### src/rtl/dispatch.sv
// dispatch: one-entry decode-to-issue hold stage with load scoreboard; optional CIRNO_DISP_WB_BYPASS_EN
`ifndef CIRNO_DEC_OPB_SIZE
`define CIRNO_DEC_OPB_SIZE 8
`endif
`ifndef CIRNO_DEC_USELE
`define CIRNO_DEC_USELE 3
`endif
`ifndef CIRNO_DEC_SELE_ALU
`define CIRNO_DEC_SELE_ALU 0
`endif
`ifndef CIRNO_DEC_SELE_BJU
`define CIRNO_DEC_SELE_BJU 1
`endif
`ifndef CIRNO_DEC_SELE_AGU
`define CIRNO_DEC_SELE_AGU 2
`endif

module dispatch #(
   parameter int OPB_W = `CIRNO_DEC_OPB_SIZE,
   parameter int USE_W = `CIRNO_DEC_USELE
) (
   input  logic             i_clk,
   input  logic             i_rst_n,
   input  logic             i_dec_vld,
   output logic             o_dec_rdy,
   input  logic [OPB_W-1:0] i_opb,
   input  logic [USE_W-1:0] i_usele,
   input  logic             i_rs1_ren,
   input  logic             i_rs2_ren,
   input  logic             i_rd_wen,
   input  logic [4:0]       i_rs1_idx,
   input  logic [4:0]       i_rs2_idx,
   input  logic [4:0]       i_rd_idx,
   input  logic [31:0]      i_im,
   input  logic [31:0]      i_pc,
   input  logic             i_ilgl,
   input  logic             i_ld,
   output logic             o_alu_vld,
   output logic             o_bju_vld,
   output logic             o_agu_vld,
   input  logic             i_alu_rdy,
   input  logic             i_bju_rdy,
   input  logic             i_agu_rdy,
   output logic [OPB_W-1:0] o_opb,
   output logic [4:0]       o_rs1_idx,
   output logic [4:0]       o_rs2_idx,
   output logic [4:0]       o_rd_idx,
   output logic             o_rd_wen,
   output logic [31:0]      o_im,
   output logic [31:0]      o_pc,
   input  logic             i_wb_vld,
   input  logic [4:0]       i_wb_idx,
   input  logic             i_flush,
   output logic             o_excp_vld,
   output logic [31:0]      o_excp_pc,
   output logic             o_busy
);
   logic             hold_vld, ilgl_q, ld_q, rs1_ren_q, rs2_ren_q;
   logic [USE_W-1:0] usele_q;
   logic [31:0]      sb, sb_chk, wb_mask, sb_set;
   logic             ilgl_eff, hazard, issue_ok, fire, drop, retire, accept;

   assign wb_mask = i_wb_vld ? (32'd1 << i_wb_idx) : 32'd0;
`ifdef CIRNO_DISP_WB_BYPASS_EN
   assign sb_chk = sb & ~wb_mask;
`else
   assign sb_chk = sb;
`endif
   // more than one unit selected is treated as an illegal encoding
   assign ilgl_eff = ilgl_q | (|(usele_q & (usele_q - USE_W'(1))));
   assign hazard = (rs1_ren_q & sb_chk[o_rs1_idx]) | (rs2_ren_q & sb_chk[o_rs2_idx]) | (o_rd_wen & sb_chk[o_rd_idx]);
   assign issue_ok = hold_vld & ~hazard & ~ilgl_eff & ~i_flush;
   assign o_alu_vld = issue_ok & usele_q[`CIRNO_DEC_SELE_ALU];
   assign o_bju_vld = issue_ok & usele_q[`CIRNO_DEC_SELE_BJU];
   assign o_agu_vld = issue_ok & usele_q[`CIRNO_DEC_SELE_AGU];
   assign fire = (o_alu_vld & i_alu_rdy) | (o_bju_vld & i_bju_rdy) | (o_agu_vld & i_agu_rdy);
   assign o_excp_vld = hold_vld & ilgl_eff & ~i_flush;
   assign o_excp_pc = o_pc;
   assign drop = hold_vld & ~ilgl_eff & ~i_flush & ~(|usele_q);
   assign retire = fire | o_excp_vld | drop;
   assign o_dec_rdy = (~hold_vld | retire) & ~i_flush;
   assign accept = i_dec_vld & o_dec_rdy;
   assign sb_set = (o_agu_vld & i_agu_rdy & ld_q & o_rd_wen & (|o_rd_idx)) ? (32'd1 << o_rd_idx) : 32'd0;
   assign o_busy = hold_vld | (|sb);

   // hold occupancy: flush wins, then accept refills, otherwise retire empties
   always_ff @(posedge i_clk or negedge i_rst_n)
      if (!i_rst_n) hold_vld <= 1'b0;
      else hold_vld <= i_flush ? 1'b0 : accept ? 1'b1 : retire ? 1'b0 : hold_vld;

   // hold contents captured only on accept, so they stay stable while stalled
   always_ff @(posedge i_clk or negedge i_rst_n)
      if (!i_rst_n) begin
         o_opb <= '0;
         usele_q <= '0;
         rs1_ren_q <= 1'b0;
         rs2_ren_q <= 1'b0;
         o_rd_wen <= 1'b0;
         o_rs1_idx <= '0;
         o_rs2_idx <= '0;
         o_rd_idx <= '0;
         o_im <= '0;
         o_pc <= '0;
         ilgl_q <= 1'b0;
         ld_q <= 1'b0;
      end else if (accept) begin
         o_opb <= i_opb;
         usele_q <= i_usele;
         rs1_ren_q <= i_rs1_ren;
         rs2_ren_q <= i_rs2_ren;
         o_rd_wen <= i_rd_wen;
         o_rs1_idx <= i_rs1_idx;
         o_rs2_idx <= i_rs2_idx;
         o_rd_idx <= i_rd_idx;
         o_im <= i_im;
         o_pc <= i_pc;
         ilgl_q <= i_ilgl;
         ld_q <= i_ld;
      end

   // scoreboard: load issue sets, writeback clears, set wins on collision, x0 never pending
   always_ff @(posedge i_clk or negedge i_rst_n)
      if (!i_rst_n) sb <= '0;
      else sb <= ((sb & ~wb_mask) | sb_set) & ~32'd1;
endmodule

### config.mk
export PLATFORM = sky130hd
export DESIGN_NAME = dispatch
export DESIGN_NICKNAME = d
export VERILOG_FILES = /design/src/rtl/dispatch.sv
export SDC_FILE = /design/constraint.sdc
export NUM_CORES = 1
export LEC_CHECK = 0
export BUFFER_PORTS_ARGS = -buffer_cell sky130_fd_sc_hd__buf_4
export CAP_MARGIN = 20
export CORE_ASPECT_RATIO = 1.75
export CORE_UTILIZATION = 50
export DETAILED_ROUTE_END_ITERATION = 12
export PLACE_DENSITY_LB_ADDON = 0.05
export SETUP_SLACK_MARGIN = 0.5
export SLEW_MARGIN = 15
export SYNTH_ARGS = -nofsm -noshare
export SYNTH_HDL_FRONTEND = slang
export SYNTH_SLANG_ARGS = --single-unit
### constraint.sdc
create_clock -name i_clk -period 3.5 [get_ports i_clk]
set_input_delay 0.875 -clock i_clk [delete_from_list [all_inputs] [get_ports i_clk]]
set_output_delay 0.875 -clock i_clk [all_outputs]
set_load 0.005 [all_outputs]
==> impl_metrics.yaml, run 1 <==
critical_path:
  path_max_fanout: 6
  crit_path_start_kind: "flop"
  cpMostUsedCell: "mux2i_2"
  cpMaxStageDelayCell: "mux4_2"
  reg2reg_setup_slack_ns: 0.30
  cp-end-kind: "primary output"
  slowest_delay_ns: 0.54
  cp.required_ns: 2.62
  critPathKind: "reg2out"
  cp.arrival_ns: 2.61
  crit_path_cell_trace: "mux4_2 -> mux2i_2 -> mux2i_2 -> a311oi_2 -> nand3_2 -> nor2_2 -> buf_4"
synthesis:
  synthCells: 488
  syn_avg_cell_area_um2: 12.7
  synthMuxAreaShare: 0.256
  synth_top_family_by_area: "multiplexers"
  synth_edf_count: 0
  synthXorXnorAreaFrac: 0.00141
  syn_nets: 596
  ys_warn_count: 0
  yosysTopAreaCell: "dfrtp_1"
  ys_ff_latch: 127
  synthTopCellsByCount: "dfrtp_1 (127), mux2_1 (51), mux2_2 (48)"
  synthFlopType: "dfrtp_1"
  syn-cell-area_um2: 6200
  yosysMostFrequentCell: "dfrtp_1"
  synth_seq_area_share: 0.512
  synthTopCellsByArea: "dfrtp_1 (51%), mux2_1 (9.3%), mux2_2 (8.7%)"
  synth_top_area_share: 0.512
  synth_simple_gate_area_frac: 0.0716
  synth_fa_ha_area_frac: 0.00161
  synth-compound-area-share: 0.0918
  synthArstFlopShare: 1.00
  yosysUniqueCellTypes: 44
sta:
  skew_ns: 0.0141
  finalMaxSlewViolations: 0
  finalHoldViolations: 0
  worst_slack_ns: 0.0179
  fin_crit_sh: 0.995
  max_freq_mhz: 287
  setup_viol: 0
  tightest_slew_ns: 0.667
  period_needed_ns: 3.48
  rsz0062_at_grt: "true"
  tns_ns: 0
  max_slew_margin: 0.555
cells_and_area:
  nNetsFinal: 842
  drive_gt1_frac: 0.594
  syn2layout_area_growth_pct: 50.8
  antenna_cells: 0
power_and_ir_drop:
  irDropWorstVdd_uv: 381
  cellLeakagePower_nw: 4.37
  powerDensity_nw_per_um2: 566
global_routing:
  grt_use_total: 0.312
  use_met2: 0.557
  busiest_layer: "met2"
  grt_pass1_vias: 5596
  grtUsageMet3: 0.0841
  grt_util_met1: 0.321
  grt-ovfl-total: 0
  antenna_found_initial: 0
  grt_pass1_wl_um: 29700
  grt_max_degree: 51
routing:
  vias: 5309
  totalWireLength_um: 21900
  first_iter_violations: 309
  via_per_inst: 5.82
  ant_nets: 0
  remaining_drc_errors: 0
  firstDrtPassIters: 5
  wire_per_inst_um: 24.0
floorplan:
  die_w_um: 86.2
  io_pins: 234
  start_util: 0.514
  core_um2: 12100
  dieArea_um2: 12900
  placementRows: 53
  die_y_um: 149
min_path:
  hold_class: "in2async"
cts:
  clock_latency_ns: 0.42
  clockBufferDepth: 2
  numCtsBuffers: 17
  cts_hold_buf: 0
  cts-root-buf: "clkbuf_16"
  clk_pin_slew_ns: 0.06
  clock_sinks: 127
  cts_tree: "built"
  htreeDepth: 4
place:
  pre_cts_ws_ns: 0.263
  portBuffers: 233
  finalWeightedCongestion: 0.966
  hpwl_um: 14000
run_status:
  status: "finished, final reports clean"
run:
  maxCapViolations: 0
==> metrics by stage <==
| step | cell area, µm² | cells | hold WS, ns | power [mW] | util |
|---|---|---|---|---|---|
| floorplan | 6230 | 488 | 0.480 | 2.51 | - |
| global placement | 7990 | 851 | 0.470 | 3.13 | 0.662 |
| detailed placement | 7990 | 851 | 0.476 | 3.17 | 0.662 |
| CTS | 8740 | 891 | 0.490 | 5.06 | 0.724 |
| global route | 9350 | 912 | 0.517 | 5.49 | 0.775 |
| finish | 9350 | 912 | 0.486 | 5.30 | 0.775 |
==> sequential cells by signal, summed over array words and instances (netlist names), 3 cells and up <==
name	count
o_opb	8
o_im	32
o_rd_idx	5
sb	31
usele_q	3
o_rs2_idx	5
o_rs1_idx	5
o_excp_pc	32
==> layout make-up <==
type	instances	area [µm²]
Clock buffer	18	429
Clock inverter	14	183
Fill cell	802	2720
Inverter	7	26.3
Multi-Input combinational cell	299	2890
Sequential cell	127	3190
Tap cell	165	206
Timing Repair Buffer	282	2430
==> placed cells by master (no fill, tap or decap), types with 3 or more instances in the layout <==
| master | instances |
|---|---|
| inv_6 | 3 |
| clkbuf_16 | 26 |
| nand3b_1 | 7 |
| nand2b_1 | 7 |
| buf_4 | 257 |
| clkinv_4 | 4 |
| buf_8 | 3 |
| nor2_1 | 12 |
| mux2_2 | 40 |
| nand2_1 | 11 |
| mux2_1 | 3 |
| buf_6 | 5 |
| nor4_1 | 9 |
| nor2b_1 | 8 |
| mux2i_1 | 14 |
| mux4_2 | 13 |
| dfrtp_1 | 121 |
| mux2_4 | 56 |
| inv_1 | 7 |
| bufinv_16 | 3 |
| dfrtp_2 | 6 |
| nand3_1 | 7 |
| o31ai_1 | 24 |
| buf_12 | 6 |
| a22o_1 | 3 |
| o21ai_1 | 6 |
| o21ai_0 | 36 |
| a211oi_1 | 5 |
| mux2i_2 | 4 |
==> power breakdown <==
group	leakage (nW)	switching [mW]	internal, mW	total [mW]
Combinational	2.52	0.546	0.937	1.48
Sequential	1.55	0.257	1.71	1.97
Clock	0.293	0.710	1.13	1.84
==> repair_timing <==
item | 4_1_cts | 5_1_grt
setup endpoints to repair | 100 | 106
gates cloned | 2 | 13
pin swaps | 5 | 3
gates resized for setup | 12 | 81
setup buffers | 6 | 8
==> worst max-delay path, delay by kind of cell, from the launching register on <==
kind | cells | cell delay (ns)
AOI/OAI and AO/OA | 1 | 0.27
buffers and inverters | 1 | 0.14
DFF | 1 | 0.46
muxes | 3 | 0.90
and+or+nand+nor | 2 | 0.42
==> routing by layer <==
layer	wire length, µm	up-vias
met2	12000	292
met4	1170	0
met5	0	-
met1	7050	2659
met3	1620	76
li1	-	2282
==> cell families (layout without fill, tap and decap cells) <==
group,count (synthesis),in the layout
xor gates and xnor gates,1,1
adders and majority gates,1,1
DFF,127,127
AOI/OAI and AO/OA,88,88
buffers and inverters,62,321
muxes,130,130
and+or+nand+nor,79,79
==> path summary, 6_finish.rpt <==
check                                         start                  endpoint  cells past startpoint
setup / recovery           o_rs1_idx[1]$_DFFE_PN0P_                 o_bju_vld                      7
hold / removal                              i_rst_n  o_rs1_idx[2]$_DFFE_PN0P_                      1
setup reg to reg           o_rs1_idx[1]$_DFFE_PN0P_        ilgl_q$_DFFE_PN0P_                     11
hold reg to reg                o_im[19]$_DFFE_PN0P_      o_im[19]$_DFFE_PN0P_                      1
max in group asynchronous                   i_rst_n      o_im[15]$_DFFE_PN0P_                      2
min in group i_clk             o_im[19]$_DFFE_PN0P_      o_im[19]$_DFFE_PN0P_                      1
Note: power is estimated with default switching activity, not from simulation.
==> run 2: changes to the inputs <==
--- a/config.mk
+++ b/config.mk
@@ -5,10 +5,11 @@
 export SDC_FILE = /design/constraint.sdc
 export NUM_CORES = 1
 export LEC_CHECK = 0
+export ABC_AREA = 1
 export BUFFER_PORTS_ARGS = -buffer_cell sky130_fd_sc_hd__buf_4
 export CAP_MARGIN = 20
 export CORE_ASPECT_RATIO = 1.75
-export CORE_UTILIZATION = 50
+export CORE_UTILIZATION = 51
 export DETAILED_ROUTE_END_ITERATION = 12
 export PLACE_DENSITY_LB_ADDON = 0.05
 export SETUP_SLACK_MARGIN = 0.5
==> impl_metrics.yaml, run 2 <==
critical_path:
  crit_path_cell_trace: "buf_6 -> nand2_1 -> o21ai_2 -> nand2_1 -> nand3_2 -> nand3_2 -> nand3_2 -> nand3_4 -> nand2_4 -> nor2_4 -> nand3_2 -> nand2_2 -> inv_2 -> a21oi_2 -> buf_4"
  slowest_delay_ns: 0.49
  critPathBufInv: 3
  r2r-end: "o_excp_pc[9]$_DFFE_PN0P_"
  cp-end-kind: "primary output"
  cp.required_ns: 2.62
  crit_path_start_kind: "flop"
  critPathKind: "reg2out"
  cp_top_family: "simple AND/OR/NAND/NOR gates"
  cpMaxStageDelayCell: "dfrtp_2"
  reg2reg_setup_slack_ns: 0.62
  cp.arrival_ns: 2.36
  r2r_cells: 19
  cpMostUsedCell: "nand3_2"
  rr_startpoint: "o_rd_idx[0]$_DFFE_PN0P_"
  path_max_fanout: 6
power_and_ir_drop:
  seq_power_share: 0.372
  p_clk_frac: 0.339
  p_sw_mw: 1.69
  power_frac_comb: 0.289
  intPower_mw: 3.49
  powerDensity_nw_per_um2: 550
  p_sw_frac: 0.326
  irDropWorstVdd_uv: 380
  cellLeakagePower_nw: 4.77
floorplan:
  start_util: 0.522
  io_pins: 234
  die_w_um: 90.5
  die_y_um: 157
  core_um2: 13400
  dieArea_um2: 14200
  placementRows: 56
place:
  hpwl_um: 17300
  placed_area_um2: 8520
  portBuffers: 233
  finalWeightedCongestion: 1.02
global_routing:
  grt-ovfl-total: 0
  grt_pass1_wl_um: 38700
  grt_max_degree: 97
  grt_pass1_vias: 7171
  antenna_found_initial: 0
  grt_use_total: 0.355
synthesis:
  synthXorXnorAreaFrac: 0
  synth_top_family_by_area: "simple AND/OR/NAND/NOR gates"
  synthCells: 925
  synthMuxAreaShare: 0
  yosysUniqueCellTypes: 25
  synth-compound-area-share: 0.0548
  syn-cell-area_um2: 6980
  synthArstFlopShare: 1.00
  syn_nets: 1033
  synth_edf_count: 0
  synth_top_area_share: 0.455
  synth_seq_area_share: 0.455
  synth_fa_ha_area_frac: 0
  ys_ff_latch: 127
  yosysMostFrequentCell: "nand2_1"
  synthTopCellsByArea: "dfrtp_1 (46%), nand2_1 (18%), nand4_1 (11%)"
  syn_avg_cell_area_um2: 7.55
  synthFlopType: "dfrtp_1"
  synth_simple_gate_area_frac: 0.374
  synthTopCellsByCount: "nand2_1 (329), dfrtp_1 (127), nand4_1 (123)"
  yosysTopAreaCell: "dfrtp_1"
  ys_warn_count: 0
routing:
  totalWireLength_um: 24800
  firstDrtPassIters: 5
  remaining_drc_errors: 0
  ant_nets: 0
  first_iter_violations: 441
  via_per_inst: 5.68
  wire_per_inst_um: 19.2
  vias: 7353
cells_and_area:
  antenna_cells: 0
  mostFrequentLayoutCells: "nand2_1 (326), buf_4 (252), nand4_1 (123)"
  syn2layout_area_growth_pct: 34.8
  layout_commonest_cell: "nand2_1"
  n_fill_cell: 1157
  nNetsFinal: 1217
  drive_gt1_frac: 0.299
  design_area_um2: 9410
sta:
  max_freq_mhz: 309
  max_slew_margin: 0.319
  finalMaxSlewViolations: 0
  tns_ns: 0
  setup_viol: 0
  finalHoldViolations: 0
  skew_ns: 0.00932
  period_needed_ns: 3.24
  tightest_slew_ns: 1.02
  rsz0062_at_grt: "true"
  fin_crit_sh: 0.925
cts:
  numCtsBuffers: 17
  clockBufferDepth: 2
  clock_latency_ns: 0.41
  htreeDepth: 4
  cts_tree: "built"
  clk_pin_slew_ns: 0.06
  clock_sinks: 127
  cts-root-buf: "clkbuf_16"
min_path:
  hold_class: "in2async"
run_status:
  status: "finished, final reports clean"
run:
  maxCapViolations: 0
==> run 2: cell types whose count changed after synthesis, moves of 24 or more <==
cell and change:
nand4_1 +121, nand3_1 +72, o31ai_1 -25, nand2_1 +318, inv_1 +40, mux2_1 -51
o21ai_0 +24, mux2_2 -48, clkbuf_1 +27
==> run 2: repair_timing <==
action,in CTS,in global routing
pin swaps,14,13
cloned,1,0
hold endpoints to repair,0,0
hold buffers,0,0
buffers inserted,12,3
endpoints found under the setup margin,4,71
resized for setup,24,19
==> run 2: worst max-delay path by stage <==
stage,from,slack (ns),depth (start not counted),endpoint
after floorplan,i_flush,0.87,9,o_dec_rdy
after global placement,o_rs2_idx[0]$_DFFE_PN0P_,0.49,15,o_dec_rdy
after detailed placement,o_rs2_idx[0]$_DFFE_PN0P_,0.47,15,o_dec_rdy
after CTS,o_rd_idx[0]$_DFFE_PN0P_,0.30,16,o_dec_rdy
after global routing,o_rd_idx[0]$_DFFE_PN0P_,0.17,18,o_dec_rdy
final,o_rd_idx[0]$_DFFE_PN0P_,0.26,15,o_dec_rdy
==> run 2: through the flow <==
step           setup slack, ns  power (mW)  instances  hold WS [ns]   util
2_1_floorplan            0.873        2.64        925         0.443      -
3_3_place_gp             0.493        3.28       1248         0.455  0.637
3_5_place_dp             0.474        3.30       1248         0.460  0.637
4_1_cts                  0.296        5.14       1292         0.444  0.696
5_1_grt                  0.170        5.43       1295         0.467  0.703
6_report                 0.264        5.18       1295         0.437  0.703
==> run 2: kinds of logic (layout without fill, tap and decap cells) <==
logic type / after synthesis / count (layout)
AND/OR/NAND/NOR: 565 / 565
buffers and inverters: 157 / 353
flip-flops: 127 / 127
AO/OA/AOI/OAI: 76 / 76
==> run 2: routing by layer <==
metal | up-vias | track usage | wire length (µm)
met5 | - | 0 | 0
met4 | 0 | 0.234 | 1690
met3 | 94 | 0.0724 | 1740
met2 | 349 | 0.615 | 12800
met1 | 3466 | 0.392 | 8650
li1 | 3444 | - | -
==> run 2: layout make-up <==
class,count,area (µm²),area share
clock inverters,12,136,0.0145
clock buffers,19,443,0.0471
well taps,174,218,0.0231
repair buffers,263,2100,0.223
multi-input cells,641,3090,0.328
flip-flops and latches,127,3190,0.339
inverters,59,240,0.0255
==> run 2: power groups by stage <==
stage	Sequential, mW	Clock, mW	Combinational, mW
6_report	1.93	1.76	1.50
5_1_grt	1.95	1.82	1.65
4_1_cts	1.92	1.76	1.46
3_5_place_dp	1.94	0	1.36
3_3_place_gp	1.94	0	1.34
2_1_floorplan	1.88	0	0.763
